File: config.mk
export PLATFORM = sky130hd
export DESIGN_NAME = ddr_cmd_sequencer
export DESIGN_NICKNAME = d
export VERILOG_FILES = /design/src/rtl/ddr_cmd_sequencer.sv
export SDC_FILE = /design/constraint.sdc
export NUM_CORES = 1
export LEC_CHECK = 0
export BUFFER_PORTS_ARGS = -buffer_cell sky130_fd_sc_hd__buf_2
export CORE_MARGIN = 1
export CORE_UTILIZATION = 48
export DETAILED_ROUTE_END_ITERATION = 16
export PLACE_DENSITY_LB_ADDON = 0.05
export SYNTH_ARGS = -nofsm -noshare
export SYNTH_HDL_FRONTEND = slang
export SYNTH_SLANG_ARGS = --single-unit
File: constraint.sdc
create_clock -name clock_i -period 4.1 [get_ports clock_i]
set_clock_uncertainty 0.1 [all_clocks]
set_input_delay 1.025 -clock clock_i [delete_from_list [all_inputs] [get_ports clock_i]]
set_output_delay 1.025 -clock clock_i [all_outputs]
set_load 0.01 [all_outputs]
File: src/rtl/ddr_cmd_sequencer.sv
// DDR command sequencer: drains the read-address FIFO and the write-address /
// write-data FIFO pair, arbitrates reads against writes round-robin, issues one
// command at a time over valid/ready, and labels returned read beats with the
// owner of the oldest outstanding read.
//
// state | meaning
// IDLE  | sample FIFO heads, pick a command and latch it
// ISSUE | command presented, waiting for cmd_ready_i
module ddr_cmd_sequencer #(
  parameter int BURST_LEN = 4,
  parameter int MAX_RD    = 4
) (
  input  logic        clock_i,
  input  logic        reset_i,
  output logic        raf_read_o,
  input  logic        raf_empty_ni,
  input  logic        raf_block_i,
  input  logic [1:0]  raf_owner_i,
  input  logic [14:0] raf_addr_i,
  output logic        waf_read_o,
  input  logic        waf_empty_ni,
  input  logic [14:0] waf_addr_i,
  output logic        wdf_read_o,
  input  logic [3:0]  wdf_bytes_i,
  input  logic [31:0] wdf_data_i,
  output logic        cmd_valid_o,
  input  logic        cmd_ready_i,
  output logic        cmd_write_o,
  output logic        cmd_burst_o,
  output logic [14:0] cmd_addr_o,
  output logic [3:0]  cmd_bytes_o,
  output logic [31:0] cmd_data_o,
  input  logic        ddr_rvalid_i,
  input  logic [31:0] ddr_rdata_i,
  output logic        rd_valid_o,
  output logic [1:0]  rd_owner_o,
  output logic        rd_last_o,
  output logic [31:0] rd_data_o,
  output logic        rd_err_o
);

  localparam int PTR_W = $clog2(MAX_RD);
  localparam int BC_W  = $clog2(BURST_LEN + 1);

  typedef enum logic {IDLE, ISSUE} state_t;

  state_t      state_q, state_d;
  logic        cmd_write_q, cmd_write_d;
  logic        cmd_burst_q, cmd_burst_d;
  logic [14:0] cmd_addr_q, cmd_addr_d;
  logic [3:0]  cmd_bytes_q, cmd_bytes_d;
  logic [31:0] cmd_data_q, cmd_data_d;
  logic [1:0]  cmd_owner_q, cmd_owner_d;
  logic        last_wr_q, last_wr_d;
  logic        grant_wr;

  // Tag queue of outstanding reads; pointers carry one extra wrap bit.
  logic [2:0]       tag_mem [MAX_RD];
  logic [PTR_W:0]   wr_ptr_q, rd_ptr_q;
  logic [PTR_W:0]   tag_count;
  logic             tag_push, tag_pop, tag_nonempty;
  logic [1:0]       head_owner;
  logic             head_block;

  logic [BC_W-1:0]  beat_q, beat_d;
  logic             beat_last;
  logic             rd_valid_q, rd_valid_d;
  logic [1:0]       rd_owner_q, rd_owner_d;
  logic             rd_last_q, rd_last_d;
  logic [31:0]      rd_data_q, rd_data_d;
  logic             rd_err_q, rd_err_d;

  logic             rd_cand, wr_cand, handshake;

  assign tag_count    = wr_ptr_q - rd_ptr_q;
  assign tag_nonempty = (tag_count != '0);
  assign {head_owner, head_block} = tag_mem[rd_ptr_q[PTR_W-1:0]];

  assign rd_cand   = raf_empty_ni && (tag_count < (PTR_W+1)'(MAX_RD));
  assign wr_cand   = waf_empty_ni;
  assign handshake = (state_q == ISSUE) && cmd_ready_i;
  assign tag_push  = handshake && !cmd_write_q;

  assign beat_last = !head_block || (beat_q == BC_W'(BURST_LEN - 1));
  assign tag_pop   = ddr_rvalid_i && tag_nonempty && beat_last;

  assign raf_read_o  = handshake && !cmd_write_q;
  assign waf_read_o  = handshake && cmd_write_q;
  assign wdf_read_o  = waf_read_o;

  assign cmd_valid_o = (state_q == ISSUE);
  assign cmd_write_o = cmd_write_q;
  assign cmd_burst_o = cmd_burst_q;
  assign cmd_addr_o  = cmd_addr_q;
  assign cmd_bytes_o = cmd_bytes_q;
  assign cmd_data_o  = cmd_data_q;

  assign rd_valid_o = rd_valid_q;
  assign rd_owner_o = rd_owner_q;
  assign rd_last_o  = rd_last_q;
  assign rd_data_o  = rd_data_q;
  assign rd_err_o   = rd_err_q;

  // Next state: arbitrate in IDLE and latch the winner, hold in ISSUE until accepted.
  always_comb begin
    state_d     = state_q;
    cmd_write_d = cmd_write_q;
    cmd_burst_d = cmd_burst_q;
    cmd_addr_d  = cmd_addr_q;
    cmd_bytes_d = cmd_bytes_q;
    cmd_data_d  = cmd_data_q;
    cmd_owner_d = cmd_owner_q;
    last_wr_d   = last_wr_q;
    grant_wr    = 1'b0;
    unique case (state_q)
      IDLE: begin
        if (rd_cand || wr_cand) begin
          // With both pending, alternate away from the previous grant.
          grant_wr    = wr_cand && (!rd_cand || !last_wr_q);
          last_wr_d   = grant_wr;
          cmd_write_d = grant_wr;
          if (grant_wr) begin
            cmd_burst_d = 1'b0;
            cmd_addr_d  = waf_addr_i;
            cmd_bytes_d = wdf_bytes_i;
            cmd_data_d  = wdf_data_i;
            cmd_owner_d = 2'b00;
          end else begin
            cmd_burst_d = raf_block_i;
            cmd_addr_d  = raf_addr_i;
            cmd_bytes_d = 4'h0;
            cmd_data_d  = 32'h0;
            cmd_owner_d = raf_owner_i;
          end
          state_d = ISSUE;
        end
      end
      ISSUE: begin
        if (cmd_ready_i) state_d = IDLE;
      end
      default: state_d = IDLE;
    endcase
  end

  // Command-side registers.
  always_ff @(posedge clock_i or posedge reset_i) begin
    if (reset_i) begin
      state_q     <= IDLE;
      cmd_write_q <= 1'b0;
      cmd_burst_q <= 1'b0;
      cmd_addr_q  <= '0;
      cmd_bytes_q <= '0;
      cmd_data_q  <= '0;
      cmd_owner_q <= '0;
      last_wr_q   <= 1'b1;
    end else begin
      state_q     <= state_d;
      cmd_write_q <= cmd_write_d;
      cmd_burst_q <= cmd_burst_d;
      cmd_addr_q  <= cmd_addr_d;
      cmd_bytes_q <= cmd_bytes_d;
      cmd_data_q  <= cmd_data_d;
      cmd_owner_q <= cmd_owner_d;
      last_wr_q   <= last_wr_d;
    end
  end

  // Tag storage; validity comes from the pointers, so no reset is needed here.
  always_ff @(posedge clock_i) begin
    if (tag_push) tag_mem[wr_ptr_q[PTR_W-1:0]] <= {cmd_owner_q, cmd_burst_q};
  end

  // Tag queue pointers; reset discards anything still outstanding.
  always_ff @(posedge clock_i or posedge reset_i) begin
    if (reset_i) begin
      wr_ptr_q <= '0;
      rd_ptr_q <= '0;
    end else begin
      if (tag_push) wr_ptr_q <= wr_ptr_q + 1'b1;
      if (tag_pop)  rd_ptr_q <= rd_ptr_q + 1'b1;
    end
  end

  // Read return: label each beat with the head tag, count beats, flag orphans.
  always_comb begin
    beat_d     = beat_q;
    rd_valid_d = 1'b0;
    rd_last_d  = 1'b0;
    rd_owner_d = rd_owner_q;
    rd_data_d  = rd_data_q;
    rd_err_d   = rd_err_q;
    if (ddr_rvalid_i) begin
      if (tag_nonempty) begin
        rd_valid_d = 1'b1;
        rd_owner_d = head_owner;
        rd_last_d  = beat_last;
        rd_data_d  = ddr_rdata_i;
        beat_d     = beat_last ? '0 : beat_q + 1'b1;
      end else begin
        rd_err_d = 1'b1;
      end
    end
  end

  // Read-return registers.
  always_ff @(posedge clock_i or posedge reset_i) begin
    if (reset_i) begin
      beat_q     <= '0;
      rd_valid_q <= 1'b0;
      rd_owner_q <= '0;
      rd_last_q  <= 1'b0;
      rd_data_q  <= '0;
      rd_err_q   <= 1'b0;
    end else begin
      beat_q     <= beat_d;
      rd_valid_q <= rd_valid_d;
      rd_owner_q <= rd_owner_d;
      rd_last_q  <= rd_last_d;
      rd_data_q  <= rd_data_d;
      rd_err_q   <= rd_err_d;
    end
  end

endmodule

### Word-level counts from Yosys, hierarchy flattened

Memories as Yosys holds them, arrays and structs flattened.
Cells that the tools add are included.

| storage, ports and cells | value |
|---|---|
| logic and storage cells | 58 |
| bits in writable memories | 12 |
| memories kept | 1 |
| output and inout bits | 94 |
| register bits after elaboration | 103 |

Memory list:

| name | words | bits a word | rd ports | clocked after memory_dff | write ports | line | text |
|---|---|---|---|---|---|---|---|
| tag_mem | 4 | 3 | 1 | 0 | 1 | 58 | `logic [2:0] tag_mem [MAX_RD];` |

| cells by class | value |
|---|---|
| add/subtract/negate cells | 4 |
| equality and inequality tests | 1 |
| multiplexer cells | 15 |
| bitwise operators | 2 |
| $lt $le $gt $ge | 1 |
| reduce and logical (&&, ||, !) cells | 18 |

Operator list:

| cell | number |
|---|---|
| $mux 32 | 1 |
| $mux 15 | 1 |
| $add 3x1->3 const B | 3 |
| $mux 1 | 9 |
| $logic_and 1x1->1 | 7 |
| $reduce_and 2->1 | 3 |
| $logic_not 1->1 | 4 |
| $mux 4 | 1 |
| $eq 3x2->1 const B | 1 |
| $logic_or 1x1->1 | 3 |
| $lt 3x3->1 const B | 1 |
| $mux 3 | 1 |
| $reduce_bool 3->1 | 1 |
| $sub 3x3->3 | 1 |
| $mux 2 | 1 |
| $not 1->1 | 2 |
| $pmux 1 s2 | 1 |

### Depth between registers and ports, before layout

Gate-level depths: netlist of the first run.

| depth | value |
|---|---|
| depth in word-level cells | 7 |
| gate-level depth with buffers | 10 |
| depth with buffers taken out | 8 |

### Worst setup path after synthesis of the first run

Ideal clock, no wire load.

| path | value |
|---|---|
| kind | flip-flop to flip-flop |
| start point | register rd_ptr_q[0] |
| end point | register cmd_addr_q[0], in the netlist cmd_addr_o[0] |
| required time | 3875 ps |
| cell stages (with the launch flop) | 9 |
| arrival time | 2445 ps |
| setup time | 125 ps |
| clock period less this slack | 2670 ps |
| slack | 1430 ps |
| cells stage by stage | dfrtp_1 -> ha_1 -> fa_1 -> xnor3_1 -> and3_4 -> buf_6 -> buf_6 -> a221o_1 -> mux2_2 |

| on the way | value |
|---|---|
| word-level cells in the longest chain between the ends | 7 |
| elaborated cells between the ends (all ways) | 9 |
| those cells by class | add/sub (1); order compare (1); mux (1); reduce/logical (6) |

RTL lines:

| what | line | text |
|---|---|---|
| start: declaration | 59 | `logic [PTR_W:0] wr_ptr_q, rd_ptr_q;` |
| start signal: assignment | 180 | `if (tag_pop) rd_ptr_q <= rd_ptr_q + 1'b1;` |
| $sub 3x3->3 (*) | 75 | `assign tag_count = wr_ptr_q - rd_ptr_q;` |
| $lt 3x3->1 (*) | 79 | `assign rd_cand = raf_empty_ni && (tag_count < (PTR_W+1)'(MAX_RD));` |
| $logic_and 1x1->1 (*) | 79 |  |
| $logic_not 1->1 | 119 | `grant_wr = wr_cand && (!rd_cand \|\| !last_wr_q);` |
| $logic_or 1x1->1 | 119 |  |
| $logic_and 1x1->1 | 119 |  |
| $mux 15 | 122 | `if (grant_wr) begin` |
| end signal: assignment | 160 | `cmd_addr_q <= cmd_addr_d;` |
| end: declaration | 50 | `logic [14:0] cmd_addr_q, cmd_addr_d;` |

Mark *: on every way between the ends. The rest lies on a longest branch, timed or not.
A chain may end at the register's enable or synchronous reset.

### Worst setup path in the final report of the first run

| path | value |
|---|---|
| start point | register rd_ptr_q[0] |
| end point | register cmd_data_q[20], in the netlist cmd_data_o[20] |

| on the way | value |
|---|---|
| word-level cells in the longest chain between the ends | 7 |
| elaborated cells between the ends (all ways) | 9 |
| those cells by class | add/sub (1); order compare (1); mux (1); reduce/logical (6) |

RTL lines:

| what | line | text |
|---|---|---|
| $sub 3x3->3 (*) | 75 |  |
| $lt 3x3->1 (*) | 79 |  |
| $logic_and 1x1->1 (*) | 79 |  |
| $logic_not 1->1 | 119 |  |
| $logic_or 1x1->1 | 119 |  |
| $logic_and 1x1->1 | 119 |  |
| $mux 32 | 122 |  |
| end signal: assignment | 162 | `cmd_data_q <= cmd_data_d;` |
| end: declaration | 52 | `logic [31:0] cmd_data_q, cmd_data_d;` |

Marks and branches as above.

==> metrics.txt, run 1 <==
synthesized instance count=385; worst skew pair latency=500 ps; highest-count cells in the layout ignoring fill and taps=200 x buf_2, 109 x nand2_1, 102 x dfrtp_1, 39 x a22o_1; arrival time worst endpoint=3560 ps; CTS Buf Count=17; final period utilization=78.70%; largest net degree at the start of global routing=63; Port Buffers=200; Clock Path Buffers=2; num rows=35; Initial Util=50.23%; nature of the critical path startpoint=flip-flop; Worst Setup End Kind=flip-flop; First DRT Iteration DRCs=113; routed vias=3617; hold buffer count at cts=0; Mapped Nets=501; Synth Warn #=0; P_leak=3.401 nW; Overflow after GRT=0; mux cell area share after synthesis=5.423%; Die H=101.0 microns; vias in the first global route=3564; postcts setup bufs=0; Die Area=10210 sq um; Tightest Pin Transition=764.0 ps; Mapped Area=4707 sq um; Post-Synth Adder-Cell Area=2.552%; Util after Layout=68.21%; total power draw=5.393 mW; status=finished, final reports clean; data required time at the worst endpoint=4430 ps; Slew HR=49.07%; antenna violations before repair=0; Sink Count=115; HPWL Detailed=7816 microns; post-synth cell types=36; sequential element share of the synthesized area=62.44%; Synth area leaders=dfrtp_1 54%, nand2_1 8.7%, edfxtp_1 7.7%; CP peak stage delay=650 ps; GP Congestion=0.8072; CTS root buf=clkbuf_8; CP delay by family, top=adder cells; Crit Path Category=reg -> reg; htree depth=4; unrepaired setup endpoints after global routing=no; post-route ant nets=0; fin crit period=3227 ps; Max Cap Viol=0; antenna fix cells=0; 1st-pass router iterations=4; Post-Synth Simple-Gate Area=12.73%; setup violators final=0; worst min path class=reg -> reg; crit path setup slack, layout=873.2 ps; layout cells sized above 1=43.83%; Critical Path Slowest Stage Cell=or2_2; Total Wirelength=11050 microns; via/cell ratio=4.962; maximum vdd ir drop=378.2 uV; Post-Synth XOR/XNOR Area=1.728%; PD cells=843.7 nW/um^2; final count of pins violating max slew=0; most common cell after layout, fill and taps aside=buf_2; global-route wire length before repair=17170 microns; Final Hold Fails=0; Layout area overhead=35.81%; total DRC errors in the routed layout=0; Worst Path Buf+Inv=1; final setup TNS=0 ps; nets=703; TritonCTS clock tree=yes; num ports=201; Clock transition at path regs=60 ps; Max Freq=0.3099 GHz; Core Region=9371 sq um; largest family of logic cells by synthesized area=simple AND/OR/NAND/NOR gates; Avg Cell Area, Syn=12.23 sq um; GRT Util Overall=22.28%; Horiz. Die Dim=101.0 microns; drt wl/cell=15.15 microns; Place WS=892.4 ps; Yosys top cell by area=dfrtp_1; #FFs+latches synth=115; Worst Path Max Fanout=35; top-area cell type share of the netlist area=54.23%; Synth Area in Compound Gates=11.78%; CTS resizes=0; CP cell instances=ha_1, fa_1, xnor3_1, a21oi_1, or2_2, buf_4, a22o_1
==> logic make-up (layout without fill, tap and decap cells) <==
kind of cell    Yosys count  count (layout)
mux                      21              21
fa+ha+maj                 9               9
compound gates           64              64
buf+inv                  30             245
xor+xnor                  6               6
flops                   115             115
simple gates            140             140
==> flip-flops by register name (all words and copies together), names as in the netlist, 2 cells and up <==
signal,count
cmd_data_o,32
rd_data_o,32
cmd_addr_o,15
tag_mem,12
cmd_bytes_o,4
beat_q,3
rd_ptr_q,3
wr_ptr_q,3
cmd_owner_q,2
rd_owner_o,2
==> report_power, final <==
part | leakage (nW) | internal (mW) | switching [mW] | total, mW
combinational | 1.74 | 0.924 | 1.08 | 2.01
sequential | 1.38 | 1.66 | 0.305 | 1.97
clock | 0.283 | 0.911 | 0.506 | 1.42
total | 3.40 | 3.50 | 1.90 | 5.39
==> cell type report <==
class,instances,area (sq um)
Fill cell,751,2979
Sequential cell,115,2939
Multi-Input combinational cell,240,1619
Timing Repair Buffer,206,1059
Clock buffer,20,455.4
Tap cell,129,161.4
Clock inverter,12,130.1
Inverter,7,28.78
==> worst register-to-register path: stages (launching register included) <==
cell	delay, ps
dfrtp_1	480
ha_1	250
fa_1	400
xnor3_1	450
a21oi_1	260
or2_2	650
buf_4	390
a22o_1	190
==> worst paths after layout <==
check                      depth (start not counted)  slack (ps)           from             end
max                                                7         870    rd_ptr_q[0]  cmd_data_o[20]
min                                                2         370  rd_data_o[19]   rd_data_o[19]
max reg2reg                                        7         870    rd_ptr_q[0]  cmd_data_o[20]
min reg2reg                                        2         370  rd_data_o[19]   rd_data_o[19]
max in group asynchronous                          3        2630        reset_i   rd_data_o[16]
min in group asynchronous                          2         570        reset_i   cmd_data_o[0]
==> routing by layer <==
metal,vias up,part of all wire [%],GRT usage [%]
met2,136,52,38.25
met1,1731,40,26.52
li1,1741,-,-
met4,0,0.81,6.912
met3,9,7.5,7.490
met5,-,0,0
==> synth_stat cells (all sizes together) <==
cell    instances
xor2            3
mux4            2
a22o           39
edfxtp         12
o22ai           1
o21ai           4
fa              1
nand2         109
a21oi           1
nand3           1
dfstp           1
ha              8
xnor3           1
nand2b          1
and3            2
inv             7
clkbuf          9
dfrtp         102
mux2           16
nor2b          15
mux2i           3
a41o            1
a221o          15
buf            14
nand3b          1
nor3            3
and2            4
xor3            1
a31oi           1
or2             2
xnor2           1
a21o            2
nor2            2
==> stage by stage <==
step / instance area [sq um] / hold slack [ps] / std cells
5_1_grt: 6392 / 390.8 / 729
4_1_cts: 6392 / 370.9 / 729
3_5_place_dp: 5807 / 356.5 / 697
2_1_floorplan: 4707 / 342.8 / 385
3_3_place_gp: 5807 / 352.0 / 697
6_report: 6392 / 367.6 / 729
No activity file was read; power rests on OpenSTA's default activity.
==> run 2: changes to the inputs <==
- clock period: 4.1 -> 3.34 ns (I/O delays scaled with it)
==> metrics.txt, run 2 (synthesis results as in run 1) <==
status=finished, final reports clean; reg2reg setup slack=330 ps (-540 ps); data required time at the worst endpoint=3670 ps (-760 ps); worst min path class=in -> async; num ports=201 (unchanged); final count of pins violating max slew=0 (unchanged); final period utilization=90.15% (+11 points); Clock Path Buffers=2 (unchanged); met3 global-route usage=7.420% (-0.069 points); nature of the critical path startpoint=flip-flop; Die H=101.0 microns (unchanged); Top Usage Layer GRT=met2; DP Area=5828 sq um (+0.37%); P_leak=3.399 nW (about the same); Port Buffers=200 (unchanged); Critical R2R Launch=rd_ptr_q[0]; post-route ant nets=0 (unchanged); Final Hold Fails=0 (unchanged); Crit Path Category=reg -> reg; global-route wire length before repair=17010 microns (-0.93%); FF-to-FF End=cmd_data_o[1]; most common cell after layout, fill and taps aside=buf_2; highest-count cells in the layout ignoring fill and taps=200 x buf_2, 109 x nand2_1, 102 x dfrtp_1, 39 x a22o_1; total DRC errors in the routed layout=0 (unchanged); Total Wirelength=10680 microns (-3.3%); Worst Setup End Kind=flip-flop; First DRT Iteration DRCs=113 (unchanged); layout cells sized above 1=43.93% (+0.093 points); GRT Util Overall=21.91% (-0.37 points); Core Region=9371 sq um (unchanged); antenna fix cells=0 (unchanged); final setup TNS=0 ps (unchanged); arrival time worst endpoint=3340 ps (-220 ps); Layout area overhead=36.04%; Overflow after GRT=0 (unchanged); drt wl/cell=14.64 microns (-3.4%); Max Freq=0.3321 GHz (+7.2%); largest net degree at the start of global routing=76 (+21%); num rows=35 (unchanged); antenna violations before repair=0 (unchanged); CTS Buf Count=17 (unchanged); 1st-pass router iterations=6 (+2); vias in the first global route=3517 (-1.3%); maximum vdd ir drop=368.0 uV (-2.7%); # fillers=756 (+0.67%); GP Congestion=0.7184 (-11%); TritonCTS clock tree=yes; fin crit period=3011 ps (-215.7 ps); GR Layer Usage met2=35.41% (-2.8 points); nets=704 (+0.14%); Initial Util=50.23% (unchanged); Sink Count=115 (unchanged); Horiz. Die Dim=101.0 microns (unchanged); Max Cap Viol=0 (unchanged); Die Area=10210 sq um (unchanged); Clock transition at path regs=60 ps (about the same); met1 Usage GRT=27.68% (+1.2 points); htree depth=4 (unchanged); Slew HR=56.93% (+7.9 points); PD cells=1033 nW/um^2 (+22%); routed vias=3598 (-0.53%); HPWL Detailed=7718 microns (-1.2%); Non-Filler Cell Area, Final=6404 sq um (+0.18%); setup violators final=0 (unchanged); Tightest Pin Transition=644.7 ps (-119.3 ps); worst skew pair latency=490 ps (about the same); unrepaired setup endpoints after global routing=no; via/cell ratio=4.929 (-0.66%); R2R cell count=7 (unchanged); Worst Path Max Fanout=33 (-5.7%); CTS root buf=clkbuf_8
run 2: layout make-up:
cell class                 count  area, sq um  area share, %
clock buffer                  17        414.1          6.467
timing repair buffer         207         1079          16.84
sequential                   115         2939          45.90
clock inverter                15        158.9          2.481
multi-input combinational    240         1622          25.32
tap                          129        161.4          2.521
inverter                       7        30.03         0.4689
run 2: what timing repair did:
item                                    in CTS  in global routing
endpoints found under the setup margin       0                 24
hold buffers                                 0                  0
buffers inserted                             0                  0
resized for setup                            0                  1
run 2: worst max path at each step:
| stage | endpoint | depth (start not counted) | slack [ps] | start |
|---|---|---|---|---|
| after floorplan | cmd_addr_o[0] | 8 | 670 | rd_ptr_q[0] |
| after global placement | cmd_data_o[30] | 7 | 300 | rd_ptr_q[0] |
| after detailed placement | cmd_data_o[13] | 7 | 150 | rd_ptr_q[0] |
| after CTS | cmd_data_o[1] | 7 | 150 | rd_ptr_q[0] |
| after global routing | cmd_data_o[1] | 7 | 170 | rd_ptr_q[0] |
| final | cmd_data_o[1] | 7 | 330 | rd_ptr_q[0] |
run 2: metrics by stage:
stage	std cells	setup WS (ps)	hold slack, ps	power [mW]	util [%]
detailed placement	698	152.9	353.0	4.937	62.19
floorplan	385	670.4	342.8	4.007	-
global route	730	172.1	342.0	7.067	68.33
finish	730	328.9	317.4	6.614	68.33
global placement	698	303.0	352.9	4.861	62.19
CTS	730	145.0	323.4	6.687	68.30
run 2: report_power, final:
group          switching (mW)  internal, mW  total, mW
sequential              0.369          2.04       2.41
clock                   0.656          1.07       1.72
combinational            1.32          1.16       2.48
run 2: layer usage:
layer / part of all wire, % / wire length [microns] / vias to the layer above
met2: 48 / 5131 / 159
met1: 43 / 4569 / 1685
met4: 1.3 / 142 / 0
met3: 7.9 / 840 / 10
met5: 0 / 0 / -
li1: - / - / 1744
run 2: worst max-delay path: stages (launching register included):
cell and delay, ps:
dfrtp_1 480, ha_1 250, fa_1 400, xnor3_1 460, a21oi_1 290, or2_4 430, buf_4 350, a22o_1 180
==> run 3: changes to the inputs <==
- CELL_PAD_IN_SITES_DETAIL_PLACEMENT: not set -> 2
- CELL_PAD_IN_SITES_GLOBAL_PLACEMENT: not set -> 2
- CORE_UTILIZATION: 48 -> 29
==> metrics.txt, run 3 (synthesis results as in run 1) <==
arrival time worst endpoint=3310 ps (-30 ps); nets=705 (+0.14%); worst min path class=reg -> reg; Port Buffers=200 (unchanged); Die Area=16740 sq um (+64%); First DRT Iteration DRCs=111 (-1.8%); TritonCTS clock tree=yes; GRT Util Overall=17.31% (-4.6 points); via/cell ratio=4.589 (-6.9%); antenna violations before repair=2 (+2); Max Cap Viol=0 (unchanged); GP Congestion=0.6931 (-3.5%); Core Region=15890 sq um (+70%); total DRC errors in the routed layout=0 (unchanged); Overflow after GRT=0 (unchanged); total power draw=6.865 mW (+3.8%); final count of pins violating max slew=0 (unchanged); vias in the first global route=4073 (+16%); Final Hold Fails=0 (unchanged); Seq. cell area=2939 sq um (unchanged); Die H=129.4 microns (+28%); worst skew pair latency=410 ps (-80 ps); postcts setup bufs=0 (unchanged); data required time at the worst endpoint=3580 ps (-90 ps); setup violators final=0 (unchanged); Clock transition at path regs=50 ps (about the same); Layout area overhead=39.37%; highest-count cells in the layout ignoring fill and taps=200 x buf_2, 109 x nand2_1, 102 x dfrtp_1, 39 x a22o_1, 17 x clkbuf_16; CTS resizes=0 (unchanged); Sink Count=115 (unchanged); Initial Util=29.63% (-21 points); fin crit period=3075 ps (+64.39 ps); unrepaired setup endpoints after global routing=no; routed vias=3763 (+4.6%); nature of the critical path startpoint=flip-flop; num ports=201 (unchanged); global-route wire length before repair=21710 microns (+28%); htree depth=4 (unchanged); 1st-pass router iterations=4 (-2); HPWL Detailed=10160 microns (+32%); Worst Path Max Fanout=24 (-27%); post-route ant nets=0 (unchanged); final setup TNS=0 ps (unchanged); Max Freq=0.3252 GHz (-2.1%); layout cells sized above 1=43.85% (-0.073 points); Horiz. Die Dim=129.4 microns (+28%); status=finished, final reports clean; Slew HR=62.09% (+5.2 points); Crit Path Category=reg -> reg; Clock Path Buffers=2 (unchanged); CTS root buf=clkbuf_16; maximum vdd ir drop=381.9 uV (+3.8%); Hold Crit Depth=2; PD cells=1046 nW/um^2 (+1.3%); hold buffer count at cts=0 (unchanged); final period utilization=92.08% (+1.9 points); num rows=46 (+31%); footprint of the multi-input gates=1627 sq um (+0.31%); Non-Filler Cell Area, Final=6560 sq um (+2.4%); P_leak=3.430 nW (+0.91%); most common cell after layout, fill and taps aside=buf_2; drt wl/cell=17.03 microns (+16%); largest net degree at the start of global routing=104 (+37%); Tightest Pin Transition=568.7 ps (-75.93 ps); Total Wirelength=13970 microns (+31%); # fillers=1694 (+120%); DP Area=5952 sq um (+2.1%); R2R cell count=7 (unchanged); CTS Buf Count=17 (unchanged); Worst Setup End Kind=flip-flop
## run 3: stage by stage
step / std cells / util [%] / hold slack [ps] / setup WS [ps]
6_report: 820 / 41.30 / 366.4 / 264.5
5_1_grt: 819 / 41.28 / 388.3 / 6.575
4_1_cts: 818 / 41.27 / 373.2 / 202.1
3_5_place_dp: 786 / 37.47 / 361.3 / 219.3
3_3_place_gp: 786 / 37.47 / 351.1 / 411.5
2_1_floorplan: 385 / - / 342.8 / 670.4
## run 3: final timing paths
kind | endpoint | slack, ps | start
max in group asynchronous | cmd_addr_o[12] | 2230 | reset_i
worst max-delay path | cmd_bytes_o[0] | 260 | rd_ptr_q[0]
worst max register to register | cmd_bytes_o[0] | 260 | rd_ptr_q[0]
worst min-delay path | rd_data_o[5] | 370 | rd_data_o[5]
min in group asynchronous | rd_data_o[3] | 490 | reset_i
worst min register to register | rd_data_o[5] | 370 | rd_data_o[5]
## run 3: cell type report
cell class | instances | area share, %
Inverter | 7 | 0.4578
Clock buffer | 21 | 7.171
Sequential cell | 115 | 44.80
Tap cell | 216 | 4.120
Timing Repair Buffer | 208 | 16.56
Antenna cell | 2 | 0.07629
Multi-Input combinational cell | 240 | 24.79
Clock inverter | 11 | 2.022
## run 3: layer usage
metal / up-vias / wire length, microns / track usage, %
met4: 2 / 149 / 6.574
met3: 15 / 1103 / 6.854
li1: 1745 / - / -
met2: 128 / 6944 / 28.68
met5: - / 13 / 0
met1: 1873 / 5756 / 20.14
## run 3: report_power, final
part           switching, mW  leakage, nW  internal (mW)
Sequential             0.373         1.38           2.04
Clock                  0.627        0.302           1.22
Combinational           1.43         1.74           1.17
## run 3: worst max-delay path, cell delays in order, from the launching register on
cell	delay, ps
dfrtp_1	490
ha_1	250
fa_1	390
xnor3_1	450
a21oi_1	260
or2_2	500
buf_4	360
a22o_1	190
